File: config.mk
export PLATFORM = sky130hd
export DESIGN_NAME = reorder_out_gearbox
export DESIGN_NICKNAME = d
export VERILOG_FILES = /design/src/rtl/reorder_out_gearbox.sv
export SDC_FILE = /design/constraint.sdc
export NUM_CORES = 1
export LEC_CHECK = 0
export BUFFER_PORTS_ARGS = -buffer_cell sky130_fd_sc_hd__buf_4
export CORE_ASPECT_RATIO = 1.75
export CORE_MARGIN = 4
export CORE_UTILIZATION = 55
export CTS_BUF_LIST = sky130_fd_sc_hd__clkbuf_2 sky130_fd_sc_hd__clkbuf_4 sky130_fd_sc_hd__clkbuf_8
export CTS_CLUSTER_DIAMETER = 120
export CTS_CLUSTER_SIZE = 24
export DETAILED_ROUTE_END_ITERATION = 12
export GPL_TIMING_DRIVEN = 0
export PLACE_DENSITY = 0.81
export SLEW_MARGIN = 5
export SYNTH_ARGS = -nofsm -noshare
export SYNTH_HDL_FRONTEND = slang
export SYNTH_SLANG_ARGS = --single-unit
File: constraint.sdc
create_clock -name clk_i -period 9.7 [get_ports clk_i]
set_clock_uncertainty 0.05 [all_clocks]
set_input_delay 0 -clock clk_i [delete_from_list [all_inputs] [get_ports clk_i]]
set_output_delay 0 -clock clk_i [all_outputs]
set_load 0.01 [all_outputs]
File: src/rtl/reorder_out_gearbox.sv
// Output gearbox: reads one stored codeword, one symbol per cycle, from the selected bank/copy
// and packs the symbols MSB-first into OUT_W-bit words on a valid/ready stream.
module reorder_out_gearbox #(
    parameter int W      = 10,
    parameter int N      = 544,
    parameter int K      = 522,
    parameter int OUT_W  = 64,
    parameter int SEND_N = 0
) (
    input  logic                  clk_i,
    input  logic                  rst_ni,
    input  logic                  start_i,
    input  logic                  start_sel_i,
    input  logic                  use_raw_i,
    output logic                  busy_o,
    output logic                  done_o,
    output logic [1:0]            raw_rd_en_o,
    output logic [1:0][9:0]       raw_rd_addr_o,
    input  logic [1:0][W-1:0]     raw_rd_dout_i,
    output logic [1:0]            rec_rd_en_o,
    output logic [1:0][9:0]       rec_rd_addr_o,
    input  logic [1:0][W-1:0]     rec_rd_dout_i,
    output logic                  out_valid_o,
    input  logic                  out_ready_i,
    output logic [OUT_W-1:0]      out_data_o,
    output logic                  out_last_o,
    output logic [6:0]            out_nbits_o
);

    localparam int L   = (SEND_N != 0) ? N : K;
    localparam int ACC = OUT_W + W;
    localparam int AW  = 10;
    localparam int FW  = $clog2(ACC + OUT_W + W + 1);

    localparam logic [FW-1:0] C_W    = FW'(W);
    localparam logic [FW-1:0] C_OUTW = FW'(OUT_W);
    localparam logic [FW-1:0] C_ACC  = FW'(ACC);
    localparam logic [AW-1:0] C_LAST = AW'(L - 1);

    typedef enum logic [1:0] {S_IDLE, S_READ, S_FLUSH, S_DONE} state_t;

    state_t            r_state, w_state_nxt;
    logic              r_sel, r_raw, r_pend;
    logic [AW-1:0]     r_addr;
    logic [ACC-1:0]    r_acc;
    logic [FW-1:0]     r_fill;
    logic              r_out_valid, r_out_last;
    logic [OUT_W-1:0]  r_out_data;
    logic [6:0]        r_out_nbits;

    logic [W-1:0]      w_sym;
    logic [ACC-1:0]    w_acc;
    logic [FW-1:0]     w_fill;
    logic              w_slot_free, w_drain_full, w_drain_tail, w_issue, w_all_landed;

    // Fill and contents already include the symbol landing this cycle, so a full word can
    // drain in the same cycle its final bits arrive and the read pipe never bubbles.
    always_comb begin
        w_sym        = r_raw ? raw_rd_dout_i[r_sel] : rec_rd_dout_i[r_sel];
        w_acc        = r_acc;
        w_fill       = r_fill;
        if (r_pend) begin
            w_acc  = r_acc | ({w_sym, {(ACC-W){1'b0}}} >> r_fill);
            w_fill = r_fill + C_W;
        end
        w_all_landed = (r_state == S_FLUSH);
        w_slot_free  = !r_out_valid || out_ready_i;
        w_drain_full = w_slot_free && (w_fill >= C_OUTW);
        w_drain_tail = w_slot_free && w_all_landed && (w_fill != '0) && (w_fill < C_OUTW);
        w_issue      = (r_state == S_READ) &&
                       ((w_fill + C_W) <= (C_ACC + (w_drain_full ? C_OUTW : '0)));
    end

    always_comb begin
        w_state_nxt = r_state;
        busy_o      = 1'b0;
        done_o      = 1'b0;
        unique case (r_state)
            S_IDLE:  if (start_i) w_state_nxt = S_READ;
            S_READ: begin
                busy_o = 1'b1;
                if (w_issue && (r_addr == C_LAST)) w_state_nxt = S_FLUSH;
            end
            S_FLUSH: begin
                busy_o = 1'b1;
                if (r_out_valid && r_out_last && out_ready_i) w_state_nxt = S_DONE;
            end
            S_DONE: begin
                done_o      = 1'b1;
                w_state_nxt = S_IDLE;
            end
            default: w_state_nxt = S_IDLE;
        endcase
    end

    always_comb begin
        raw_rd_en_o   = '0;
        rec_rd_en_o   = '0;
        raw_rd_addr_o = '0;
        rec_rd_addr_o = '0;
        if (r_raw) begin
            raw_rd_en_o[r_sel]   = w_issue;
            raw_rd_addr_o[r_sel] = r_addr;
        end else begin
            rec_rd_en_o[r_sel]   = w_issue;
            rec_rd_addr_o[r_sel] = r_addr;
        end
    end

    always_ff @(posedge clk_i) begin
        if (!rst_ni) begin
            r_state     <= S_IDLE;
            r_sel       <= 1'b0;
            r_raw       <= 1'b0;
            r_pend      <= 1'b0;
            r_addr      <= '0;
            r_acc       <= '0;
            r_fill      <= '0;
            r_out_valid <= 1'b0;
            r_out_last  <= 1'b0;
            r_out_data  <= '0;
            r_out_nbits <= '0;
        end else begin
            r_state <= w_state_nxt;
            r_pend  <= w_issue;
            if ((r_state == S_IDLE) && start_i) begin
                r_sel  <= start_sel_i;
                r_raw  <= use_raw_i;
                r_addr <= '0;
            end else if (w_issue) begin
                r_addr <= r_addr + 1'b1;
            end

            if (w_drain_full) begin
                r_acc  <= w_acc << OUT_W;
                r_fill <= w_fill - C_OUTW;
            end else if (w_drain_tail) begin
                r_acc  <= '0;
                r_fill <= '0;
            end else begin
                r_acc  <= w_acc;
                r_fill <= w_fill;
            end

            // A full word exactly exhausting the frame carries last itself.
            if (w_drain_full || w_drain_tail) begin
                r_out_valid <= 1'b1;
                r_out_data  <= w_acc[ACC-1 -: OUT_W];
                r_out_last  <= w_drain_tail || (w_all_landed && (w_fill == C_OUTW));
                r_out_nbits <= w_drain_full ? 7'(OUT_W) : w_fill[6:0];
            end else if (out_ready_i) begin
                r_out_valid <= 1'b0;
            end
        end
    end

    assign out_valid_o = r_out_valid;
    assign out_data_o  = r_out_data;
    assign out_last_o  = r_out_last;
    assign out_nbits_o = r_out_nbits;

endmodule

==> metrics <==
residual DRC count=0; CTS Sinks=169; Pleak=3.66 nW; Vias/cell=6.10; Avg WL per Cell=roughly 20 um; hold path depth=4; CP bufs+invs=4; Worst-Margin Slew=1.17 ns; Final Hold Viols=0; post_cts resized=0; core footprint=13,100 um2; RSZ-0062 raised after global routing=false; Post-Syn Instances=~760; initial antenna violation count=0; Post-CTS Setup Bufs=0; asr flop ratio synth=0%; gp weighted congestion=0.974; synthesis-to-finish area growth=25.5%; startpoint class of the critical path=register; switching pwr=0.840 mW; 1st-iter DRT viols=around 510; vias in the first global route=6,940; Max H-tree Level=4; die width=95.6 um; final wirelength=between 20,000 and 25,000 um; Multi-input gate area=3670 um2; register area share after synthesis=45.8%; number of max-cap violations=0; row cnt=55; required time worst endpoint=9.65 ns; Initial DRT Pass Iterations=7; cts hold-fix bufs=7; power consumption=2.05 mW; Seq cells post-synth=about 170; Die Y=161 um; endpoint class of the critical path=primary output; grt ovf=0; Synth top area share=45.8%; outcome=completed; vias=approximately 6,900; first-pass GRT wire length=35,900 um; Syn Std Cell Area=approximately 7400 um2; Die ar.=15,400 um2; Peak VDD IR=roughly 0.18 mV; clock power share=22.8%; net switching share of the total power=40.9%; Max Slew Vio Count=0; Yosys cell types=63; Post-DRT Antenna Nets=0; Mapped Avg Cell Area=9.68 um2; sequential share of power=36.8%; CTS buffer count=17; synth warn=0; share of layout cells above drive strength 1=roughly a quarter; largest net degree at the start of global routing=17; Crit Path Class=register to primary output; fin crit share=43.1%; Setup Viol. Count Final=0; # nets final=1,012; worst path arrival time=4.13 ns; Crit Path Max Fanout=10; I/O pin total=165; TNS Setup=0 ns; TritonCTS clock tree=yes; cell family with most CP delay=simple AND/OR/NAND/NOR gates; leading post-synthesis cells by cell area=dfxtp_1, o2bb2ai_1, a221oi_1; register area=between 3000 and 4000 um2; Min Clock Period, post-route=4.18 ns; CP max stage delay=0.42 ns; Mapped Nets=822; Hold Crit Class=input pin to register; initial core utilization=56.5%; fillers=roughly 1,100; n_diodes=0; final HPWL from detailed placement=17,100 um; clk_lat worst skew=0.45 ns; Post-synth EDFFs=0; R2R depth=16; Root Driver=clkbuf_8; Critical-path top delay cell=xnor2_1; # port buffers=164; cell taking the most area after synthesis=dfxtp_1; power share of the combinational group=between 40% and 50%; fmax=239 MHz; internal power=1.21 mW; clock transition at the registers of the reported paths=0.09 ns; PD cells=222 nW/um2; CTS max path bufs=2; critical path, cell by cell=buf_2, nand3_1, or2_1, xnor2_1, inv_1, ha_1, nor2_1, a31oi_4, ha_1, nand2_1, a221oi_1, a21oi_1, buf_2, and3_1, buf_4; Total GRT Usage=29.9%; Synth Flop Type=dfxtp_1; Slew headroom=21.7%; CP Depth=15
-- cells in the final DEF, fill, tap and decap left out, drive strengths merged, types with 5 or more instances in the layout --
| master | Yosys | layout |
|---|---|---|
| a221oi | 59 | 59 |
| mux4 | 10 | 10 |
| and3 | 15 | 15 |
| clkbuf | 30 | 51 |
| o22ai | 13 | 13 |
| nand3 | 10 | 10 |
| nor3 | 11 | 11 |
| nand2 | 32 | 32 |
| xnor2 | 5 | 5 |
| nor4b | 5 | 5 |
| o21ai | 12 | 12 |
| inv | 11 | 13 |
| ha | 13 | 13 |
| dfxtp | 169 | 169 |
| nor2b | 10 | 10 |
| and2 | 46 | 46 |
| a211oi | 5 | 5 |
| dlygate4sd3 | 0 | 7 |
| or3 | 6 | 6 |
| mux2i | 12 | 12 |
| nand4 | 5 | 5 |
| o2bb2ai | 67 | 67 |
| nand2b | 8 | 8 |
| nor2 | 96 | 96 |
| a21oi | 31 | 31 |
| buf | 31 | 195 |
-- synth_stat cells (11+ instances only) --
| cell | n |
|---|---|
| buf_2 | 15 |
| ha_1 | 13 |
| clkbuf_1 | 29 |
| and3_1 | 14 |
| dfxtp_1 | 169 |
| o2bb2ai_1 | 67 |
| a21oi_1 | 31 |
| and2_1 | 45 |
| o22ai_1 | 13 |
| nor2_1 | 95 |
| a221oi_1 | 59 |
| nor3_1 | 11 |
| mux2i_1 | 12 |
| nand2_1 | 31 |
-- metal layers --
layer | global-route usage, % | up-vias | wire, um
met1 | 32.8 | 3281 | 8020
met3 | 6.66 | 81 | 1480
li1 | - | 3240 | -
met5 | 0 | - | 0
met4 | 15.7 | 0 | 1280
met2 | 52.1 | 330 | 11700
-- logic make-up after synthesis --
logic type	share of synthesized area (%)
muxes	5.13
and+or+nand+nor	17.7
xor gates and xnor gates	1.37
buffers and inverters	4.54
DFF	45.8
AOI/OAI and AO/OA	23.3
adders and majority gates	2.20
-- area by class of cell --
| type | instances | area share [%] |
|---|---|---|
| buffer | 61 | 3.17 |
| clock buffer | 21 | 2.92 |
| clock inverter | 10 | 1.04 |
| inverter | 11 | 0.446 |
| multi-input combinational | 522 | 39.6 |
| sequential | 169 | 36.5 |
| tap | 171 | 2.31 |
| timing repair buffer | 171 | 14.0 |
-- metrics by stage --
stage	cell area (um2)	utilization [%]	instances	setup WS, ns	hold slack (ns)
2_1_floorplan	7390	-	763	6.41	0.106
3_3_place_gp	8830	67.5	1098	5.94	0.244
3_5_place_dp	8830	67.5	1098	5.96	0.250
4_1_cts	9270	70.9	1136	5.51	0.0120
5_1_grt	9270	70.9	1136	5.13	0.0475
6_report	9270	70.9	1136	5.52	0.0390
-- flip-flops by register name, indices dropped and copies added, names as in the netlist, 2 cells and up --
register / cells
r_addr: 10
out_nbits_o: 7
r_fill: 7
r_state: 2
out_data_o: 64
r_acc: 74
-- worst register-to-register path, stage by stage (launching register included) --
cell,delay (ns)
dfxtp_1,0.33
buf_2,0.19
nand3_1,0.19
or2_1,0.30
xnor2_1,0.42
inv_1,0.14
ha_1,0.26
nor2_1,0.25
a31oi_4,0.10
ha_1,0.36
a21oi_1,0.15
a41o_1,0.12
nand2_1,0.07
a21o_1,0.23
buf_6,0.16
or3_1,0.34
a21oi_1,0.14
-- path summary, 6_finish.rpt --
path | from | to | slack (ns)
worst min-delay path | rst_ni | r_addr[9]$_SDFFE_PP0P_ | 0.04
worst min register to register | out_data_o[2]$_SDFFE_PN0P_ | out_data_o[2]$_SDFFE_PN0P_ | 0.42
worst max register to register | r_fill[4]$_SDFF_PN0_ | r_addr[7]$_SDFFE_PP0P_ | 5.81
worst max-delay path | r_fill[4]$_SDFF_PN0_ | raw_rd_en_o[1] | 5.52
-- power groups by stage --
stage          Clock [mW]  Combinational, mW  Sequential [mW]
2_1_floorplan           0              0.547            0.769
3_3_place_gp            0              0.796            0.770
3_5_place_dp            0              0.804            0.771
4_1_cts             0.472              0.818            0.756
5_1_grt             0.502              0.894            0.761
6_report            0.468              0.829            0.756
(Power assumes the default switching activity.)
